--- src/rtl/demux_pkg.sv ---
// rtl/demux_pkg.sv - shared constants, entry type and helpers for demux5_32_wb
package demux_pkg;

    localparam int NUM_DEST   = 5;
    localparam int FIFO_DEPTH = 2;
    localparam int SEL_W      = 3;
    localparam int DATA_W     = 32;

    localparam logic [SEL_W-1:0] SEL_A = 3'd0;
    localparam logic [SEL_W-1:0] SEL_B = 3'd1;
    localparam logic [SEL_W-1:0] SEL_C = 3'd2;
    localparam logic [SEL_W-1:0] SEL_D = 3'd3;
    localparam logic [SEL_W-1:0] SEL_E = 3'd4;

    // One buffered write-back word together with its destination code.
    typedef struct packed {
        logic [SEL_W-1:0]  sel;
        logic [DATA_W-1:0] data;
    } entry_t;

    typedef enum logic [1:0] {
        OCC_EMPTY = 2'd0,
        OCC_ONE   = 2'd1,
        OCC_FULL  = 2'd2
    } occ_t;

    // Codes above SEL_E address no destination and are dropped.
    function automatic logic sel_is_valid(input logic [SEL_W-1:0] s);
        return (s <= SEL_E);
    endfunction

endpackage

--- src/rtl/demux5_32_wb_if.sv ---
// rtl/demux5_32_wb_if.sv - input handshake and destination bus of demux5_32_wb
interface demux5_32_wb_if;

    logic        in_valid;
    logic        in_ready;
    logic [31:0] in_data;
    logic [2:0]  in_sel;

    logic [31:0] a_q;
    logic [31:0] b_q;
    logic [31:0] c_q;
    logic [31:0] d_q;
    logic [31:0] e_q;
    logic [4:0]  out_valid;
    logic [4:0]  out_ack;

    // Source of words and consumer of destination registers.
    modport master (
        output in_valid, in_data, in_sel, out_ack,
        input  in_ready, a_q, b_q, c_q, d_q, e_q, out_valid
    );

    // The demultiplexer itself.
    modport slave (
        input  in_valid, in_data, in_sel, out_ack,
        output in_ready, a_q, b_q, c_q, d_q, e_q, out_valid
    );

endinterface

--- src/rtl/fifo2_35.sv ---
// rtl/fifo2_35.sv - 2-entry in-order FIFO of {sel,data} entries
module fifo2_35
    import demux_pkg::*;
(
    input  logic   clk,
    input  logic   rst_n,
    input  logic   push,
    input  logic   pop,
    input  entry_t wdata,
    output entry_t rdata,
    output logic   full,
    output logic   empty
);

    occ_t   state;
    occ_t   state_nxt;
    entry_t mem [FIFO_DEPTH];
    logic   wr_ptr;
    logic   rd_ptr;
    logic   do_push;
    logic   do_pop;

    // Overflow and underflow requests are ignored rather than corrupting order.
    assign do_push = push && (state != OCC_FULL);
    assign do_pop  = pop  && (state != OCC_EMPTY);

    // Occupancy register.
    always_ff @(posedge clk or negedge rst_n) begin
        if (!rst_n) begin
            state <= OCC_EMPTY;
        end else begin
            state <= state_nxt;
        end
    end

    // Occupancy next state: push advances, pop retreats, both hold.
    always_comb begin
        state_nxt = state;
        case ({do_push, do_pop})
            2'b10: begin
                case (state)
                    OCC_EMPTY: state_nxt = OCC_ONE;
                    OCC_ONE:   state_nxt = OCC_FULL;
                    default:   state_nxt = state;
                endcase
            end
            2'b01: begin
                case (state)
                    OCC_FULL: state_nxt = OCC_ONE;
                    OCC_ONE:  state_nxt = OCC_EMPTY;
                    default:  state_nxt = state;
                endcase
            end
            default: state_nxt = state;
        endcase
    end

    // Storage and read/write pointers.
    always_ff @(posedge clk or negedge rst_n) begin
        if (!rst_n) begin
            wr_ptr <= 1'b0;
            rd_ptr <= 1'b0;
            mem[0] <= '0;
            mem[1] <= '0;
        end else begin
            if (do_push) begin
                mem[wr_ptr] <= wdata;
                wr_ptr      <= ~wr_ptr;
            end
            if (do_pop) begin
                rd_ptr <= ~rd_ptr;
            end
        end
    end

    assign rdata = mem[rd_ptr];
    assign full  = (state == OCC_FULL);
    assign empty = (state == OCC_EMPTY);

endmodule

--- src/rtl/demux5_32_wb.sv ---
// rtl/demux5_32_wb.sv - buffered 5-way write-back demux; err_cnt under DEMUX5_32_WB_ERRCNT_EN
module demux5_32_wb
    import demux_pkg::*;
(
    input  logic             clk,
    input  logic             rst_n,
    demux5_32_wb_if.slave    bus
`ifdef DEMUX5_32_WB_ERRCNT_EN
    ,
    output logic [7:0]       err_cnt
`endif
);

    entry_t              head;
    entry_t              wdata;
    logic                fifo_full;
    logic                fifo_empty;
    logic                push;
    logic                pop;
    logic                armed;
    logic                head_ok;
    logic [NUM_DEST-1:0] sel_oh;
    logic [NUM_DEST-1:0] dest_free;
    logic [NUM_DEST-1:0] load;
    logic [NUM_DEST-1:0] out_valid_r;
    logic [DATA_W-1:0]   dq [NUM_DEST];

    // armed stays low until the first edge after reset release so a word
    // held on the input during reset is not taken on that edge.
    always_ff @(posedge clk or negedge rst_n) begin
        if (!rst_n) begin
            armed <= 1'b0;
        end else begin
            armed <= 1'b1;
        end
    end

    // Readiness depends only on stored occupancy, never on this cycle's pop.
    assign bus.in_ready = armed && !fifo_full;
    assign push         = bus.in_valid && bus.in_ready;
    assign wdata        = '{sel: bus.in_sel, data: bus.in_data};

    fifo2_35 u_fifo (
        .clk   (clk),
        .rst_n (rst_n),
        .push  (push),
        .pop   (pop),
        .wdata (wdata),
        .rdata (head),
        .full  (fifo_full),
        .empty (fifo_empty)
    );

    assign head_ok   = sel_is_valid(head.sel);
    assign dest_free = ~out_valid_r | bus.out_ack;

    // Head dispatch: invalid codes drop at once, valid ones wait for their destination.
    always_comb begin
        sel_oh = '0;
        pop    = 1'b0;
        load   = '0;
        for (int k = 0; k < NUM_DEST; k++) begin
            if (head.sel == 3'(k)) begin
                sel_oh[k] = 1'b1;
            end
        end
        if (!fifo_empty) begin
            if (!head_ok) begin
                pop = 1'b1;
            end else if (|(sel_oh & dest_free)) begin
                pop  = 1'b1;
                load = sel_oh;
            end
        end
    end

    // Destination data registers keep their last word after consumption.
    always_ff @(posedge clk or negedge rst_n) begin
        if (!rst_n) begin
            for (int k = 0; k < NUM_DEST; k++) begin
                dq[k] <= '0;
            end
        end else begin
            for (int k = 0; k < NUM_DEST; k++) begin
                if (load[k]) begin
                    dq[k] <= head.data;
                end
            end
        end
    end

    // Valid flags: a load on the same edge wins over an acknowledge.
    always_ff @(posedge clk or negedge rst_n) begin
        if (!rst_n) begin
            out_valid_r <= '0;
        end else begin
            out_valid_r <= load | (out_valid_r & ~bus.out_ack);
        end
    end

    assign bus.out_valid = out_valid_r;
    assign bus.a_q       = dq[0];
    assign bus.b_q       = dq[1];
    assign bus.c_q       = dq[2];
    assign bus.d_q       = dq[3];
    assign bus.e_q       = dq[4];

`ifdef DEMUX5_32_WB_ERRCNT_EN
    logic drop;
    assign drop = !fifo_empty && !head_ok;

    // Saturating count of dropped invalid-code words.
    always_ff @(posedge clk or negedge rst_n) begin
        if (!rst_n) begin
            err_cnt <= 8'd0;
        end else if (drop && (err_cnt != 8'hFF)) begin
            err_cnt <= err_cnt + 8'd1;
        end
    end
`endif

endmodule

--- src/flat_wrapper.sv ---
// flat-port wrapper written by rule: the top's interface ports become plain ports
module demux5_32_wb_flat import demux_pkg::*;
  (clk, rst_n, bus_in_valid, bus_in_data, bus_in_sel, bus_out_ack, bus_in_ready, bus_a_q, bus_b_q, bus_c_q, bus_d_q, bus_e_q, bus_out_valid);
  demux5_32_wb_if bus_i ();
  input  logic clk;
  input  logic rst_n;
  input wire logic [$bits(bus_i.in_valid)-1:0] bus_in_valid;
  input wire logic [$bits(bus_i.in_data)-1:0] bus_in_data;
  input wire logic [$bits(bus_i.in_sel)-1:0] bus_in_sel;
  input wire logic [$bits(bus_i.out_ack)-1:0] bus_out_ack;
  output wire logic [$bits(bus_i.in_ready)-1:0] bus_in_ready;
  output wire logic [$bits(bus_i.a_q)-1:0] bus_a_q;
  output wire logic [$bits(bus_i.b_q)-1:0] bus_b_q;
  output wire logic [$bits(bus_i.c_q)-1:0] bus_c_q;
  output wire logic [$bits(bus_i.d_q)-1:0] bus_d_q;
  output wire logic [$bits(bus_i.e_q)-1:0] bus_e_q;
  output wire logic [$bits(bus_i.out_valid)-1:0] bus_out_valid;
  assign bus_i.in_valid = bus_in_valid;
  assign bus_i.in_data = bus_in_data;
  assign bus_i.in_sel = bus_in_sel;
  assign bus_i.out_ack = bus_out_ack;
  assign bus_in_ready = bus_i.in_ready;
  assign bus_a_q = bus_i.a_q;
  assign bus_b_q = bus_i.b_q;
  assign bus_c_q = bus_i.c_q;
  assign bus_d_q = bus_i.d_q;
  assign bus_e_q = bus_i.e_q;
  assign bus_out_valid = bus_i.out_valid;
  demux5_32_wb u_core (.clk(clk), .rst_n(rst_n), .bus(bus_i));
endmodule
--- config.mk ---
export PLATFORM = sky130hd
export DESIGN_NAME = demux5_32_wb_flat
export DESIGN_NICKNAME = d
export VERILOG_FILES = /design/src/rtl/demux_pkg.sv /design/src/rtl/demux5_32_wb_if.sv /design/src/rtl/fifo2_35.sv /design/src/rtl/demux5_32_wb.sv /design/src/flat_wrapper.sv
export SDC_FILE = /design/constraint.sdc
export NUM_CORES = 1
export LEC_CHECK = 0
export ABC_AREA = 1
export CORE_ASPECT_RATIO = 0.9
export CORE_MARGIN = 2
export CORE_UTILIZATION = 50
export DETAILED_ROUTE_END_ITERATION = 6
export PLACE_DENSITY = 0.85
export SLEW_MARGIN = 10
export SYNTH_ARGS = -nofsm -noshare
export SYNTH_HDL_FRONTEND = slang
export SYNTH_HIERARCHICAL = 1
export SYNTH_SLANG_ARGS = --single-unit
--- constraint.sdc ---
create_clock -name clk -period 2.5 [get_ports clk]
set_input_delay 0.375 -clock clk [delete_from_list [all_inputs] [get_ports clk]]
set_output_delay 0.375 -clock clk [all_outputs]
set_load 0.005 [all_outputs]
==> results of run 1 <==
## sequential cells by signal, summed over array words and instances (netlist names), 2 cells and up
name                  count
u_core/u_fifo/state       2
u_core/u_fifo/mem        70
u_core/bus.c_q           32
u_core/bus.out_valid      5
u_core/bus.d_q           32
u_core/bus.a_q           32
u_core/bus.e_q           32
u_core/bus.b_q           32
## cell usage after synthesis (all sizes together)
library cell  instances  area, um^2
ha                    3        37.5
conb                  1        3.75
buf                  47         464
nand3                10        55.1
nor3b                 1        7.51
nand2               361        1360
a21oi                 1        5.00
nand4                 4        31.3
or2                   1        6.26
o21ai               231        1570
inv                  86         323
dfrtp               240        6010
nor2                  8        37.5
clkbuf               10        38.8
xor2                  1        8.76
## metal layers
| layer | vias up | GRT usage | wire length (um) |
|---|---|---|---|
| met1 | 3629 | 0.332 | 10700 |
| met5 | - | 0 | 0 |
| met3 | 44 | 0.0503 | 1800 |
| met4 | 0 | 0.0730 | 693 |
| met2 | 302 | 0.367 | 11500 |
| li1 | 3600 | - | - |
## worst paths after layout
kind	depth (start not counted)	slack, ns	startpoint	to
worst max-delay path	4	0.31	u_core/u_fifo/state[0]	bus_in_ready
worst min-delay path	3	0.41	bus_in_sel[0]	u_core/u_fifo/mem[67]
worst max register to register	7	0.34	u_core/u_fifo/state[0]	u_core/u_fifo/mem[39]
worst min register to register	2	0.48	u_core/bus.c_q[18]	u_core/bus.c_q[18]
max in group asynchronous	3	1.32	rst_n	u_core/u_fifo/mem[34]
min in group asynchronous	2	0.44	rst_n	u_core/bus.a_q[7]
## metrics by stage
step           cells  setup WS (ns)  hold slack [ns]  cell area, um^2  total power, mW
2_1_floorplan   1005          0.565           0.0794             9950             10.5
3_3_place_gp    1425          0.351            0.416            12100             13.4
3_5_place_dp    1425          0.287            0.413            12100             13.7
4_1_cts         1470          0.296            0.407            13000             17.5
5_1_grt         1470          0.164            0.420            13000             18.6
6_report        1470          0.315            0.415            13000             17.4
## cells by family (layout without fill, tap and decap cells)
| family | count (synthesis) | in the layout | share of synthesized area |
|---|---|---|---|
| and+or+nand+nor | 385 | 385 | 0.150 |
| other | 1 | 1 | 0.000377 |
| xor gates and xnor gates | 1 | 1 | 0.000881 |
| adders and majority gates | 3 | 3 | 0.00377 |
| DFF | 240 | 240 | 0.604 |
| AOI/OAI and AO/OA | 232 | 232 | 0.158 |
| buffers and inverters | 143 | 358 | 0.0830 |
## final cells by class
| cell class | instances | area [um^2] |
|---|---|---|
| Clock inverter | 9 | 101 |
| Tap cell | 250 | 313 |
| Multi-Input combinational cell | 622 | 3130 |
| Inverter | 86 | 323 |
| Timing Repair Buffer | 228 | 2340 |
| Fill cell | 1470 | 6380 |
| Sequential cell | 240 | 6010 |
| Clock buffer | 35 | 743 |
## power by group through the flow
| stage | Combinational, mW | Sequential [mW] | Clock [mW] |
|---|---|---|---|
| finish | 7.36 | 6.34 | 3.75 |
| global route | 8.11 | 6.51 | 3.96 |
| CTS | 7.41 | 6.33 | 3.80 |
| detailed placement | 7.34 | 6.37 | 0 |
| global placement | 7.06 | 6.31 | 0 |
| floorplan | 4.19 | 6.27 | 0 |
## worst max-delay path: stages (launching register included)
cell	delay [ns]
dfrtp_1	0.37
inv_1	0.07
ha_1	0.24
nor2_1	0.11
clkdlybuf4s50_1	0.50
==> results.cfg, run 1 <==
[run_status]
outcome = completed

[layout]
syn_to_final_growth_pct = 30.2
most-common-layout-cells = nand2_1, dfrtp_1, clkdlybuf4s50_1
drive_above_1_share = 0.148
layout_commonest_cell = nand2_1
nets = 1249
antennaDiodeCount = 0
final_util = 0.670

[global_routing]
grt_start_max_net_pins = 89
gr-usage-all-layers = 0.234
grt-ovfl-total = 0
antenna_found_initial = 0
grt_pass1_vias = 7282
grt_pass1_wl_mm = 39.3

[die]
dieWidth_um = 153
core_um2 = 19300
rows = 48
dieArea_um2 = 21000
die_h_um = 138
io_pins = 209
initial_core_util = 0.514

[worst_setup_path]
path_max_fanout = 4
end_kind = primary output
cp_data_arrival_time_ns = 1.81
worstPathRequired_ns = 2.12
start_kind = flop
crit_type = reg2out

[pwr]
p_leak_nw = 6.21
clockPowerShare = 0.215
peakVddDrop_mv = 0.590
power_switching_mw = 6.56
switching_share = 0.376
pwr-share-seq = 0.363
p_int_mw = 10.9
combPwrFrac = 0.422
power.density_nw_per_um2 = 1350

[cts]
htree_levels = 1
postCtsSetupRepairBufs = 0
clk_latency_ns = 0.52
cts_max_path_buffers = 3
clk_pin_slew_worst_paths_ns = 0.06
cts_hold_buf = 1
clock-sinks = 240
numCtsBuffers = 25
cts_tree = built
ctsResizeCount = 0
root_buffer = clkbuf_16

[timing]
relSlewSlack = 0.370
worstMarginPinSlew_ns = 0.944
setup-violations-final = 0
fin_crit_ns = 2.19
fin_tns_setup_ns = 0
period_share = 0.874
rsz0062_at_grt = false
report.final.slew_viol_count = 0
hold_violations = 0
clock_skew_ns = 0.0125
fmax_mhz = 458

[worst_hold_path]
hold_class = in2reg

[job]
cap_viol_max_count = 0

[detailed_routing]
drtIter0Drc = 567
vias = 7575
vias_per_cell = 5.15
drc = 0
detail_route.wl_per_cell_um = 16.8
ant_nets = 0
firstDrtPassIters = 7
wl_mm = 24.6

[place]
gp_congestion = 0.808
io_buffers = 208
hpwl_mm = 16.8

[yosys]
ys_seq_area_frac = 0.604
syn_inst = 1005
ys_types = 26
yosysWarnings = 6
synth_area_um2 = 9950
synth-seq-cells = 240
postSynthAreaPerCell_um2 = 9.90
syn_nets = 1051
Note: power is estimated with default switching activity, not from simulation.
==> inputs of run 2 (changes only) <==
--- a/config.mk
+++ b/config.mk
@@ -10,7 +10,7 @@
 export CORE_MARGIN = 2
 export CORE_UTILIZATION = 50
 export DETAILED_ROUTE_END_ITERATION = 6
-export PLACE_DENSITY = 0.85
+export PLACE_DENSITY_LB_ADDON = 0.25
 export SLEW_MARGIN = 10
 export SYNTH_ARGS = -nofsm -noshare
 export SYNTH_HDL_FRONTEND = slang
==> run 2 against run 1 <==
Count of clock-buffer cells in the layout rose by 6. First-iteration DRC count down 12%. Die area stayed put. Largest cell class unchanged. Global-route usage is 0.78 points lower. Utilization fell by 0.54 points. Via count is 3.0% lower.
==> results.cfg, run 2 (synthesis gave the netlist of run 1 again) <==
[layout]
fin_area_um2 = 12900
syn_to_final_growth_pct = 29.2
antennaDiodeCount = 0
num-fill-cells = 1576
top_register = u_core/u_fifo/mem
largest_reg_flops = 70
nets = 1245
most-common-layout-cells = nand2_1, dfrtp_1, clkdlybuf4s50_1
layout_commonest_cell = nand2_1
stdcell_count = 1466
drive_above_1_share = 0.140

[die]
core_um2 = 19300
initial_core_util = 0.514
io_pins = 209
dieArea_um2 = 21000
rows = 48
dieWidth_um = 153
die_h_um = 138

[cts]
cts_max_path_buffers = 3
clk_pin_slew_worst_paths_ns = 0.06
numCtsBuffers = 25
clk_latency_ns = 0.51
root_buffer = clkbuf_16
clock-sinks = 240
ctsResizeCount = 0
cts_tree = built
htree_levels = 1
postCtsSetupRepairBufs = 0

[timing]
period_share = 0.874
worstMarginPinSlew_ns = 0.939
setup-violations-final = 0
fin_crit_ns = 2.18
fmax_mhz = 458
relSlewSlack = 0.374
fin_tns_setup_ns = 0
report.final.slew_viol_count = 0
clock_skew_ns = 0.0114
finalWorstSetupSlack_ns = 0.316
rsz0062_at_grt = false
hold_violations = 0

[worst_setup_path]
reg2regPathDepth = 16
slowest_stage = clkdlybuf4s50_1
path_max_fanout = 4
ff2ff_setup_slack_ns = 0.32
crit_buf_inv = 2
start_kind = flop
cp_data_arrival_time_ns = 1.81
crit_type = reg2out
r2r-start = u_core/u_fifo/rd_ptr
slowest_delay_ns = 0.50
end_kind = primary output
path_cells = inv_1, ha_1, nor2_1, clkdlybuf4s50_1
r2r-end = u_core/u_fifo/state[1]
cp_top_family = buffers and inverters
worstPathRequired_ns = 2.12

[pwr]
total_power_mw = 17.1
p_leak_nw = 6.15
power.density_nw_per_um2 = 1330
peakVddDrop_mv = 0.704

[global_routing]
grt_start_max_net_pins = 72
grt_pass1_wl_mm = 38.2
grt-busiest-layer = met2
gr-usage-all-layers = 0.227
gr-usage-met3 = 0.0330
grt-ovfl-total = 0
grt_use_met2 = 0.349
grt_pass1_vias = 7059
antenna_found_initial = 0
use_met1 = 0.345

[place]
dp_slack_ns = 0.266
gp_congestion = 0.805
hpwl_mm = 16.1
io_buffers = 208
dp_cells = 1421
dpl-instance-area_um2 = 12100

[job]
cap_viol_max_count = 0

[detailed_routing]
ant_nets = 0
vias = 7344
wl_mm = 24.0
detail_route.wl_per_cell_um = 16.4
firstDrtPassIters = 5
drtIter0Drc = 499
drc = 0
vias_per_cell = 5.01

[worst_hold_path]
hold_class = in2async

[run_status]
outcome = completed
[run 2: cell types whose count changed in the layout (fill, tap and decap cells not counted), sizes merged]
cell	change
bufinv	-2
inv	-1
buf	-4
clkinv	-3
clkbuf	+6
[run 2: power breakdown]
part           internal, mW  total [mW]  switching, mW
registers              5.44        6.29          0.848
clock network          2.08        3.53           1.46
logic                  3.15        7.26           4.10
total                  10.7        17.1           6.41
[run 2: area by class of cell]
type                    count  area (um^2)  area share
flip-flops and latches    240         6010       0.467
multi-input cells         622         3130       0.244
inverters                  86          323      0.0251
clock buffers              41          766      0.0596
repair buffers            224         2300       0.179
well taps                 250          313      0.0243
clock inverters             3         17.5     0.00136
[run 2: repair_timing]
action,4_1_cts,5_1_grt
hold endpoints to repair,64,0
setup endpoints to repair,0,0
hold buffers,1,0
[run 2: stage by stage]
step                       util  hold WS, ns
final                     0.665        0.414
after CTS                 0.665        0.429
after global routing      0.665        0.439
after floorplan               -       0.0794
after global placement    0.624        0.378
after detailed placement  0.624        0.376
[run 2: worst max-delay path by stage]
stage	from	end	slack, ns	cells after the start
after floorplan	u_core/u_fifo/rd_ptr	u_core/u_fifo/state[0]	0.56	18
after global placement	bus_in_valid	u_core/u_fifo/mem[55]	0.36	6
after detailed placement	bus_in_valid	u_core/u_fifo/mem[51]	0.27	6
after CTS	u_core/u_fifo/state[0]	bus_in_ready	0.29	4
after global routing	u_core/u_fifo/rd_ptr	u_core/u_fifo/state[1]	0.12	16
final	u_core/u_fifo/state[0]	bus_in_ready	0.32	4
[run 2: per-layer routing]
layer | vias up | routed length, um
met1 | 3535 | 11200
met2 | 202 | 11100
met5 | - | 0
li1 | 3577 | -
met3 | 30 | 1230
met4 | 0 | 456
